--- config.mk ---
export PLATFORM = sky130hd
export DESIGN_NAME = pool_frame_arbiter_flat
export DESIGN_NICKNAME = d
export VERILOG_FILES = /design/src/rtl/pool_pkg.sv /design/src/rtl/pool_frame_arbiter_if.sv /design/src/rtl/rr_arb2.sv /design/src/rtl/pool_frame_arbiter.sv /design/src/flat_wrapper.sv
export SDC_FILE = /design/constraint.sdc
export NUM_CORES = 1
export LEC_CHECK = 0
export CORE_MARGIN = 1
export CORE_UTILIZATION = 55
export DETAILED_ROUTE_END_ITERATION = 16
export GPL_ROUTABILITY_DRIVEN = 0
export PLACE_DENSITY = 0.95
export SLEW_MARGIN = 5
export SYNTH_ARGS = -nofsm -noshare
export SYNTH_HDL_FRONTEND = slang
export SYNTH_SLANG_ARGS = --single-unit
--- constraint.sdc ---
create_clock -name clk_200mhz -period 4.39 [get_ports clk_200mhz]
set_clock_uncertainty 0.1 [all_clocks]
set_input_delay 0.878 -clock clk_200mhz [delete_from_list [all_inputs] [get_ports clk_200mhz]]
set_output_delay 0.878 -clock clk_200mhz [all_outputs]
set_load 0.02 [all_outputs]
--- src/rtl/pool_pkg.sv ---
`default_nettype none
// +----------------------------------------------------------------------------+
// | Package   : pool_pkg                                                       |
// | Purpose   : Shared defaults and FSM state encoding for the pooling-engine  |
// |             frame arbiter (62x62 input, 31x31 pooled output).              |
// | Contents  : DEF_* frame geometry / timing defaults, state_t enum.          |
// | Revision  : 1.0  initial release                                           |
// +----------------------------------------------------------------------------+
package pool_pkg;

  localparam int DEF_PIX_W     = 12;
  localparam int DEF_IN_W      = 62;
  localparam int DEF_IN_H      = 62;
  localparam int DEF_OUT_PIX   = (DEF_IN_W / 2) * (DEF_IN_H / 2);
  localparam int DEF_CLEAR_CYC = 2;
  localparam int DEF_DRAIN_TMO = 64;

  typedef enum logic [2:0] {
    IDLE   = 3'd0,
    CLEAR  = 3'd1,
    STREAM = 3'd2,
    DRAIN  = 3'd3,
    DONE   = 3'd4
  } state_t;

endpackage
`default_nettype wire

--- src/rtl/pool_frame_arbiter_if.sv ---
`default_nettype none
// +----------------------------------------------------------------------------+
// | Interface : pool_frame_arbiter_if                                          |
// | Purpose   : Bundles the two Sobel request streams and the pooling-engine   |
// |             input port that the frame arbiter sits between.               |
// | Modports  : slave  - arbiter side (accepts requests, drives engine)        |
// |             master - environment side (sources + engine)                   |
// | Revision  : 1.0  initial release                                           |
// +----------------------------------------------------------------------------+
interface pool_frame_arbiter_if #(
  parameter int PIX_W = pool_pkg::DEF_PIX_W
);

  logic [PIX_W-1:0] req_pixel0;
  logic             req_valid0;
  logic             req_sof0;
  logic             req_ready0;
  logic [PIX_W-1:0] req_pixel1;
  logic             req_valid1;
  logic             req_sof1;
  logic             req_ready1;
  logic [PIX_W-1:0] pool_pixel;
  logic             pool_valid;
  logic             pool_ready;
  logic             pool_clear;
  logic             pool_out_valid;

  modport slave (
    input  req_pixel0, req_valid0, req_sof0,
    output req_ready0,
    input  req_pixel1, req_valid1, req_sof1,
    output req_ready1,
    output pool_pixel, pool_valid, pool_clear,
    input  pool_ready, pool_out_valid
  );

  modport master (
    output req_pixel0, req_valid0, req_sof0,
    input  req_ready0,
    output req_pixel1, req_valid1, req_sof1,
    input  req_ready1,
    input  pool_pixel, pool_valid, pool_clear,
    output pool_ready, pool_out_valid
  );

endinterface
`default_nettype wire

--- src/rtl/rr_arb2.sv ---
`default_nettype none
// +----------------------------------------------------------------------------+
// | Module    : rr_arb2                                                        |
// | Purpose   : Two-way round-robin arbiter. Combinational winner; the pointer |
// |             remembers the last winner and is loaded on 'update'.          |
// | Ports     : clk_200mhz, reset_n (async, active-low)                        |
// |             req[1:0] in, update in, gnt[1:0] one-hot out, winner out       |
// | Revision  : 1.0  initial release                                           |
// +----------------------------------------------------------------------------+
module rr_arb2 (
  input  wire logic       clk_200mhz,
  input  wire logic       reset_n,
  input  wire logic [1:0] req,
  input  wire logic       update,
  output logic      [1:0] gnt,
  output logic            winner
);

  logic last;

  // On a tie the channel that did not win last time gets the grant.
  always_comb begin
    gnt    = 2'b00;
    winner = 1'b0;
    case (req)
      2'b01: begin gnt = 2'b01; winner = 1'b0; end
      2'b10: begin gnt = 2'b10; winner = 1'b1; end
      2'b11: begin
        winner = ~last;
        gnt    = last ? 2'b01 : 2'b10;
      end
      default: ;
    endcase
  end

  // Pointer resets to 1 so channel 0 wins the first tie.
  always_ff @(posedge clk_200mhz or negedge reset_n) begin
    if (!reset_n)
      last <= 1'b1;
    else if (update && (|req))
      last <= winner;
  end

endmodule
`default_nettype wire

--- src/rtl/pool_frame_arbiter.sv ---
`default_nettype none
// +----------------------------------------------------------------------------+
// | Module    : pool_frame_arbiter                                             |
// | Purpose   : Frame-granular round-robin sequencer sharing one stride-2      |
// |             average-pooling engine between two Sobel pixel streams.       |
// |             Locks the grant for a whole frame, flushes the engine before  |
// |             each frame, forwards IN_W*IN_H pixels, counts pooled outputs. |
// | Ports     : clk_200mhz, reset_n (async, active-low)                        |
// |             bus        - request streams + engine port (slave modport)    |
// |             grant      - one-hot frame owner, 0 when idle                  |
// |             frame_done - 1-cycle end-of-frame pulse, frame_ch its channel |
// |             err_sof / err_count / err_timeout - sticky error flags         |
// | Revision  : 1.0  initial release                                           |
// +----------------------------------------------------------------------------+
module pool_frame_arbiter import pool_pkg::*; #(
  parameter int PIX_W     = DEF_PIX_W,
  parameter int IN_W      = DEF_IN_W,
  parameter int IN_H      = DEF_IN_H,
  parameter int OUT_PIX   = DEF_OUT_PIX,
  parameter int CLEAR_CYC = DEF_CLEAR_CYC,
  parameter int DRAIN_TMO = DEF_DRAIN_TMO
) (
  input  wire logic            clk_200mhz,
  input  wire logic            reset_n,
  pool_frame_arbiter_if.slave  bus,
  output logic           [1:0] grant,
  output logic                 frame_done,
  output logic                 frame_ch,
  output logic                 err_sof,
  output logic                 err_count,
  output logic                 err_timeout
);

  localparam int N_PIX  = IN_W * IN_H;
  localparam int IN_CW  = $clog2(N_PIX + 1);
  localparam int OUT_CW = $clog2(OUT_PIX + 1) + 1;
  localparam int TMO_W  = $clog2(DRAIN_TMO + 1);
  localparam int CLR_W  = $clog2(CLEAR_CYC + 1);

  state_t              state, state_nxt;
  logic                owner;            // channel index of the locked frame
  logic [CLR_W-1:0]    clr_cnt;
  logic [IN_CW-1:0]    in_cnt;
  logic [OUT_CW-1:0]   out_cnt;
  logic [TMO_W-1:0]    tmo;

  logic [1:0]          sof_req;
  logic [1:0]          arb_gnt;
  logic                arb_win;
  logic                arb_update;
  logic                streaming;
  logic                sel_valid;
  logic                sel_sof;
  logic [PIX_W-1:0]    sel_pixel;
  logic                xfer;
  logic                out_full;

  // Only a valid start-of-frame pixel counts as a frame request.
  assign sof_req = {bus.req_valid1 & bus.req_sof1, bus.req_valid0 & bus.req_sof0};

  rr_arb2 u_rr_arb2 (
    .clk_200mhz (clk_200mhz),
    .reset_n    (reset_n),
    .req        (sof_req),
    .update     (arb_update),
    .gnt        (arb_gnt),
    .winner     (arb_win)
  );

  assign streaming = (state == STREAM);
  assign sel_valid = owner ? bus.req_valid1 : bus.req_valid0;
  assign sel_sof   = owner ? bus.req_sof1   : bus.req_sof0;
  assign sel_pixel = owner ? bus.req_pixel1 : bus.req_pixel0;

  assign bus.req_ready0 = grant[0] & streaming & bus.pool_ready;
  assign bus.req_ready1 = grant[1] & streaming & bus.pool_ready;
  assign bus.pool_valid = sel_valid & streaming;
  assign bus.pool_pixel = streaming ? sel_pixel : '0;
  assign bus.pool_clear = (state == CLEAR);

  assign xfer       = bus.pool_valid & bus.pool_ready;
  assign out_full   = (out_cnt == OUT_CW'(OUT_PIX));
  assign frame_done = (state == DONE);
  assign frame_ch   = frame_done & owner;

  always_comb begin
    state_nxt  = state;
    arb_update = 1'b0;
    case (state)
      IDLE: begin
        if (|sof_req) begin
          state_nxt  = CLEAR;
          arb_update = 1'b1;
        end
      end
      CLEAR:  if (clr_cnt == CLR_W'(CLEAR_CYC - 1)) state_nxt = STREAM;
      STREAM: if (xfer && (in_cnt == IN_CW'(N_PIX - 1))) state_nxt = DRAIN;
      DRAIN:  if (out_full || (tmo == TMO_W'(DRAIN_TMO))) state_nxt = DONE;
      DONE:   state_nxt = IDLE;
      default: state_nxt = IDLE;
    endcase
  end

  always_ff @(posedge clk_200mhz or negedge reset_n) begin
    if (!reset_n)
      state <= IDLE;
    else
      state <= state_nxt;
  end

  always_ff @(posedge clk_200mhz or negedge reset_n) begin
    if (!reset_n) begin
      grant       <= 2'b00;
      owner       <= 1'b0;
      clr_cnt     <= '0;
      in_cnt      <= '0;
      out_cnt     <= '0;
      tmo         <= '0;
      err_sof     <= 1'b0;
      err_count   <= 1'b0;
      err_timeout <= 1'b0;
    end else begin
      case (state)
        IDLE: begin
          clr_cnt <= '0;
          if (|sof_req) begin
            grant <= arb_gnt;
            owner <= arb_win;
          end
        end
        CLEAR: begin
          clr_cnt <= clr_cnt + 1'b1;
          in_cnt  <= '0;
          out_cnt <= '0;
          tmo     <= '0;
        end
        STREAM: begin
          if (xfer) begin
            in_cnt <= in_cnt + 1'b1;
            // The opening sof is pixel 0; any later sof is a protocol error,
            // but the pixel is still forwarded so the frame stays aligned.
            if (sel_sof && (in_cnt != '0))
              err_sof <= 1'b1;
          end
        end
        DRAIN: begin
          if (!out_full) begin
            if (tmo == TMO_W'(DRAIN_TMO))
              err_timeout <= 1'b1;
            else
              tmo <= tmo + 1'b1;
          end
        end
        DONE: begin
          if (!out_full)
            err_count <= 1'b1;
          grant <= 2'b00;
        end
        default: ;
      endcase

      // Pooled outputs may still arrive while draining; counter saturates.
      if (((state == STREAM) || (state == DRAIN)) && bus.pool_out_valid && !(&out_cnt))
        out_cnt <= out_cnt + 1'b1;
    end
  end

endmodule
`default_nettype wire

--- src/flat_wrapper.sv ---
// flat-port wrapper written by rule: the top's interface ports become plain ports
module pool_frame_arbiter_flat import pool_pkg::*;
#(
  parameter int PIX_W     = DEF_PIX_W,
  parameter int IN_W      = DEF_IN_W,
  parameter int IN_H      = DEF_IN_H,
  parameter int OUT_PIX   = DEF_OUT_PIX,
  parameter int CLEAR_CYC = DEF_CLEAR_CYC,
  parameter int DRAIN_TMO = DEF_DRAIN_TMO
)
  (clk_200mhz, reset_n, grant, frame_done, frame_ch, err_sof, err_count, err_timeout, bus_req_pixel0, bus_req_valid0, bus_req_sof0, bus_req_ready0, bus_req_pixel1, bus_req_valid1, bus_req_sof1, bus_req_ready1, bus_pool_pixel, bus_pool_valid, bus_pool_clear, bus_pool_ready, bus_pool_out_valid);
  pool_frame_arbiter_if #(.PIX_W(PIX_W)) bus_i ();
  input  wire logic clk_200mhz;
  input  wire logic reset_n;
  output logic           [1:0] grant;
  output logic frame_done;
  output logic frame_ch;
  output logic err_sof;
  output logic err_count;
  output logic err_timeout;
  input wire logic [$bits(bus_i.req_pixel0)-1:0] bus_req_pixel0;
  input wire logic [$bits(bus_i.req_valid0)-1:0] bus_req_valid0;
  input wire logic [$bits(bus_i.req_sof0)-1:0] bus_req_sof0;
  output wire logic [$bits(bus_i.req_ready0)-1:0] bus_req_ready0;
  input wire logic [$bits(bus_i.req_pixel1)-1:0] bus_req_pixel1;
  input wire logic [$bits(bus_i.req_valid1)-1:0] bus_req_valid1;
  input wire logic [$bits(bus_i.req_sof1)-1:0] bus_req_sof1;
  output wire logic [$bits(bus_i.req_ready1)-1:0] bus_req_ready1;
  output wire logic [$bits(bus_i.pool_pixel)-1:0] bus_pool_pixel;
  output wire logic [$bits(bus_i.pool_valid)-1:0] bus_pool_valid;
  output wire logic [$bits(bus_i.pool_clear)-1:0] bus_pool_clear;
  input wire logic [$bits(bus_i.pool_ready)-1:0] bus_pool_ready;
  input wire logic [$bits(bus_i.pool_out_valid)-1:0] bus_pool_out_valid;
  assign bus_i.req_pixel0 = bus_req_pixel0;
  assign bus_i.req_valid0 = bus_req_valid0;
  assign bus_i.req_sof0 = bus_req_sof0;
  assign bus_req_ready0 = bus_i.req_ready0;
  assign bus_i.req_pixel1 = bus_req_pixel1;
  assign bus_i.req_valid1 = bus_req_valid1;
  assign bus_i.req_sof1 = bus_req_sof1;
  assign bus_req_ready1 = bus_i.req_ready1;
  assign bus_pool_pixel = bus_i.pool_pixel;
  assign bus_pool_valid = bus_i.pool_valid;
  assign bus_pool_clear = bus_i.pool_clear;
  assign bus_i.pool_ready = bus_pool_ready;
  assign bus_i.pool_out_valid = bus_pool_out_valid;
  pool_frame_arbiter #(.PIX_W(PIX_W), .IN_W(IN_W), .IN_H(IN_H), .OUT_PIX(OUT_PIX), .CLEAR_CYC(CLEAR_CYC), .DRAIN_TMO(DRAIN_TMO)) u_core (.clk_200mhz(clk_200mhz), .reset_n(reset_n), .bus(bus_i), .grant(grant), .frame_done(frame_done), .frame_ch(frame_ch), .err_sof(err_sof), .err_count(err_count), .err_timeout(err_timeout));
endmodule
# Yosys cells after proc, flatten, opt, wreduce, memory -nomap -nowiden
# Cells that the tools add are included.
# W data, S select, Z words.
# totals
register_bits,42
# classes
addsub,4
eq_ne,18
n_mux,24
bitwise,11
reduce_logical,25
# ops
cell,count
$mux W12,3
$pmux W12 S2,1
$mux W11,2
$mux W7,2
$pmux W7 S2,1
$add A12 B1 Y12 const B,1
$eq A12 B12 Y1 const B,1
$mux W3,4
$pmux W3 S4,1
$reduce_bool A12 Y1,1
$add A11 B1 Y11 const B,1
$eq A11 B10 Y1 const B,1
$reduce_and A11 Y1,1
$reduce_bool A2 Y1,5
$and A1 B1 Y1,9
$reduce_and A3 Y1,3
$ne A2 B2 Y1 const B,4
$pmux W2 S2,2
$reduce_and A2 Y1,4
$add A7 B1 Y7 const B,1
$eq A7 B7 Y1 const B,1
$eq A3 B2 Y1 const B,2
$ne A2 B1 Y1 const B,3
$pmux W2 S3,1
15 further kinds,27

# Logic depth before layout (Yosys ltp)
# logic_depth
depth_word,6
mapped_depth,6
depth_no_buf,5

# By module
# From an unflattened synthesis, not the netlist that was laid out.
# hier_totals
cells_unflattened,286
hier_area_um2,2582.5
# by_module_without_submodules
module,n_inst,cells_per_inst,area_each_um2,seq_area_each_um2
pool_frame_arbiter,1,279,2518.7,1026.0
rr_arb2,1,7,63.8,26.3

# Worst setup path after synthesis
# Ideal clock, no wire load.
# synth_timing
kind,input to output
start,in bus_pool_ready
end,out bus_req_ready0
arrival_ns,1.359
required_ns,3.412
slack_ns,2.053
path_stages,2
cell_sequence,and4bb_4 -> and2_2
# synth_between
elab_chain_cells,1
# synth_rtl
item,line,rtl
start: declaration,flat_wrapper.sv:32,input wire logic [$bits(bus_i.pool_ready)-1:0] bus_pool_ready;
$and A1 B1 Y1,pool_frame_arbiter.sv:75,assign bus.req_ready0 = grant[0] & streaming & bus.pool_ready;
end: declaration,flat_wrapper.sv:24,output wire logic [$bits(bus_i.req_ready0)-1:0] bus_req_ready0;
# No other way between the ends.

# Worst setup path after layout
# Ends and elaborated chain as after synthesis.

==> reports/qor.yml <==
detailed_routing:
  ant_nets: 0
  remaining_drc_errors: 0
  dr.pass1.iters: 4
  wl_per_cell_microns: 16.0
  wl_mm: 5.97
  routed_via_density: 6.19
  drt-initial-drc-count: 237
  vias: 2304
run:
  maxCapViolations: 0
global_route:
  grt_pass1_wl_mm: 10.2
  grt_overflow_total: 0
  grt_pass1_vias: 2196
  antenna_found_initial: 0
  grt_usage_pct: 26.3
  grt_max_degree: 43
clock_tree:
  cts.sinks: 42
  cts_setup_buffers: 0
  ctsHtreeMaxLevel: 2
  tritoncts: "done"
  cts_buffer_depth: 2
  cts_buffers: 5
  clock_latency_ns: 0.30
  hold_buffers: 0
  cts-root-buf: "clkbuf_8"
  cts_resized: 0
  cts.clk_slew.worst_paths_ns: 0.08
floorplanning:
  die-area_sq_mm: 0.00497
  coreArea_sq_mm: 0.00444
  rows: 24
  fp.dieW_microns: 70.5
  start_util_pct: 58.1
  io_pins: 55
  die_h_microns: 70.5
setup_path:
  critPathKind: "in2out"
  setup.worst_path.start_class: "primary input"
  crit_fanout: 5
  reg2reg_to: "u_core.in_cnt[10]"
  crit_path_end_kind: "output pin"
  path_cells: "clkdlybuf4s50_1 -> and4bb_4 -> and2_2 -> clkdlybuf4s50_1"
  path_common_cell: "clkdlybuf4s50_1"
  r2r_start: "u_core.owner"
  startpoint: "bus_pool_ready"
  worstPathArrival_ns: 2.47
  critical_path.slowest_cell: "clkdlybuf4s50_1"
  reg2reg_depth: 4
  r2r_setup_slack_ns: 2.23
  slowest_delay_ns: 0.60
  cp.required_ns: 3.41
min_path:
  min_from: "u_core.err_count"
  hold_path_depth: 1
  hold_path_class: "reg2reg"
  holdPathEnd: "u_core.err_count"
synth:
  synth_top_cell_by_area: "dfrtp_1"
  yosysSeqAreaShare_pct: 40.8
  ys_types: 60
  syn_area_sq_mm: 0.00258
  synth_async_sr_flop_share_pct: 100
  synth_top_area_share_pct: 39.8
  yosys_register_bits: 42
  synth_area_leaders: "dfrtp_1 (40%), mux2i_1 (6.6%), ha_1 (3.4%)"
  yosysMostFrequentCell: "dfrtp_1"
  synth_edf_count: 0
  ys.flop_type: "dfrtp_1"
  syn_avg_cell_area_sq_um: 9.63
  synth_cells: 268
  yosys_warnings: 0
  synthesis.nets: 307
  synthTopCellsByCount: "dfrtp_1 (41), nand2_1 (20), nor2_1 (20)"
power:
  p_int_w: 0.000872
  power.density_mw_per_mm2: 455
  switching_power_w: 0.000592
  vdd_drop_max_mv: 0.326
  clock_power_share_pct: 17.8
  swShare_pct: 40.5
  p_seq_share_pct: 38.6
  leakage_nw: 1.40
  p_comb_share_pct: 43.6
run_status:
  outcome: "finished, final reports clean"
finish:
  utilization_pct: 72.4
  drive_above_1_share_pct: 8.44
  antenna_cells: 0
  area_growth_pct: 24.8
  final_nets: 358
timing:
  fin_hold_ws_ns: 0.356
  setup_viol: 0
  worst_slew_pin_slew_ns: 0.915
  rsz0062_at_grt: "no"
  hold_violations: 0
  fin_tns_setup_ns: 0
  max_freq_ghz: 0.290
  drv_slew: 0
  fin_crit_sh_pct: 78.4
  relSlewSlack_pct: 39.0
  min_period_ns: 3.44
placed_design:
  dp_hpwl_mm: 4.39
  port_buffers: 54
-- final cells by class --
class | count | area [sq um]
Clock buffer | 7 | 86.3
Clock inverter | 1 | 5.00
Fill cell | 305 | 1220
Inverter | 12 | 45.0
Multi-Input combinational cell | 204 | 1430
Sequential cell | 42 | 1050
Tap cell | 52 | 65.1
Timing Repair Buffer | 54 | 536
-- power by group through the flow --
stage | Combinational, W | Sequential [W] | Clock [W]
2_1_floorplan | 0.000446 | 0.000532 | 0
3_3_place_gp | 0.000612 | 0.000565 | 0
3_5_place_dp | 0.000638 | 0.000571 | 0
4_1_cts | 0.000642 | 0.000563 | 0.000266
5_1_grt | 0.000697 | 0.000576 | 0.000281
6_report | 0.000639 | 0.000565 | 0.000260
-- cells in the final DEF, fill, tap and decap left out, drive strengths merged, types with 2 or more instances in the layout --
| master | n |
|---|---|
| nand3 | 17 |
| a41oi | 4 |
| nor3b | 3 |
| a32o | 2 |
| a211o | 4 |
| ha | 7 |
| a21oi | 14 |
| a31oi | 6 |
| mux2i | 17 |
| and4 | 3 |
| nor3 | 3 |
| clkdlybuf4s50 | 53 |
| or4 | 4 |
| o31ai | 6 |
| nor4 | 5 |
| o41ai | 2 |
| o21a | 2 |
| dfrtp | 41 |
| nand2b | 3 |
| and2 | 4 |
| nand3b | 2 |
| o21ai | 18 |
| inv | 12 |
| or3 | 6 |
| clkbuf | 7 |
| and3 | 5 |
| nand4 | 5 |
| and4b | 2 |
| xnor2 | 2 |
| a21o | 6 |
| nor2 | 20 |
| nand2 | 20 |
-- state kept, by name, summed over array words and instances, names as in the netlist --
register / count
u_core.err_count: 1
u_core.u_rr_arb2.last: 1
u_core.in_cnt: 12
u_core.state: 3
u_core.clr_cnt: 2
u_core.out_cnt: 11
u_core.tmo: 7
u_core.owner: 1
u_core.grant: 2
u_core.err_sof: 1
u_core.err_timeout: 1
-- critical path: cells and delay by family --
| kind | cells | cell delay, ns |
|---|---|---|
| buf+inv | 2 | 1.11 |
| simple gates | 2 | 0.47 |
-- metal layers --
| layer | wire, microns | global-route usage [%] | share of wire, % | vias up |
|---|---|---|---|---|
| met3 | 380 | 6.64 | 6.4 | 11 |
| met4 | 102 | 9.07 | 1.7 | 0 |
| met5 | 0 | 0 | 0 | - |
| met2 | 2990 | 45.4 | 50 | 89 |
| li1 | - | - | - | 1107 |
| met1 | 2490 | 31.8 | 42 | 1097 |
-- kinds of logic after synthesis --
kind of cell | Yosys count | share of synthesized area, %
fa+ha+maj | 7 | 3.39
xor+xnor | 2 | 0.679
compound gates | 71 | 19.3
buf+inv | 22 | 3.78
simple gates | 106 | 24.9
flops | 42 | 40.8
mux | 18 | 7.18
-- per-stage QoR --
step	setup slack [ns]	cell area [sq um]	power (W)	instances
6_report	0.947	3220	0.00146	372
4_1_cts	0.955	3220	0.00147	372
3_5_place_dp	0.955	3130	0.00121	364
2_1_floorplan	2.05	2580	0.000978	268
5_1_grt	0.924	3220	0.00155	372
3_3_place_gp	1.00	3130	0.00118	364
-- how the worst max path moves through the flow --
stage	slack, ns	cells past startpoint	end
3_5_place_dp	0.95	4	bus_req_ready0
6_report	0.95	4	bus_req_ready0
3_3_place_gp	1.00	4	bus_req_ready0
4_1_cts	0.95	4	bus_req_ready0
5_1_grt	0.92	3	bus_pool_clear
2_1_floorplan	2.05	2	bus_req_ready0
(Power assumes the default switching activity.)
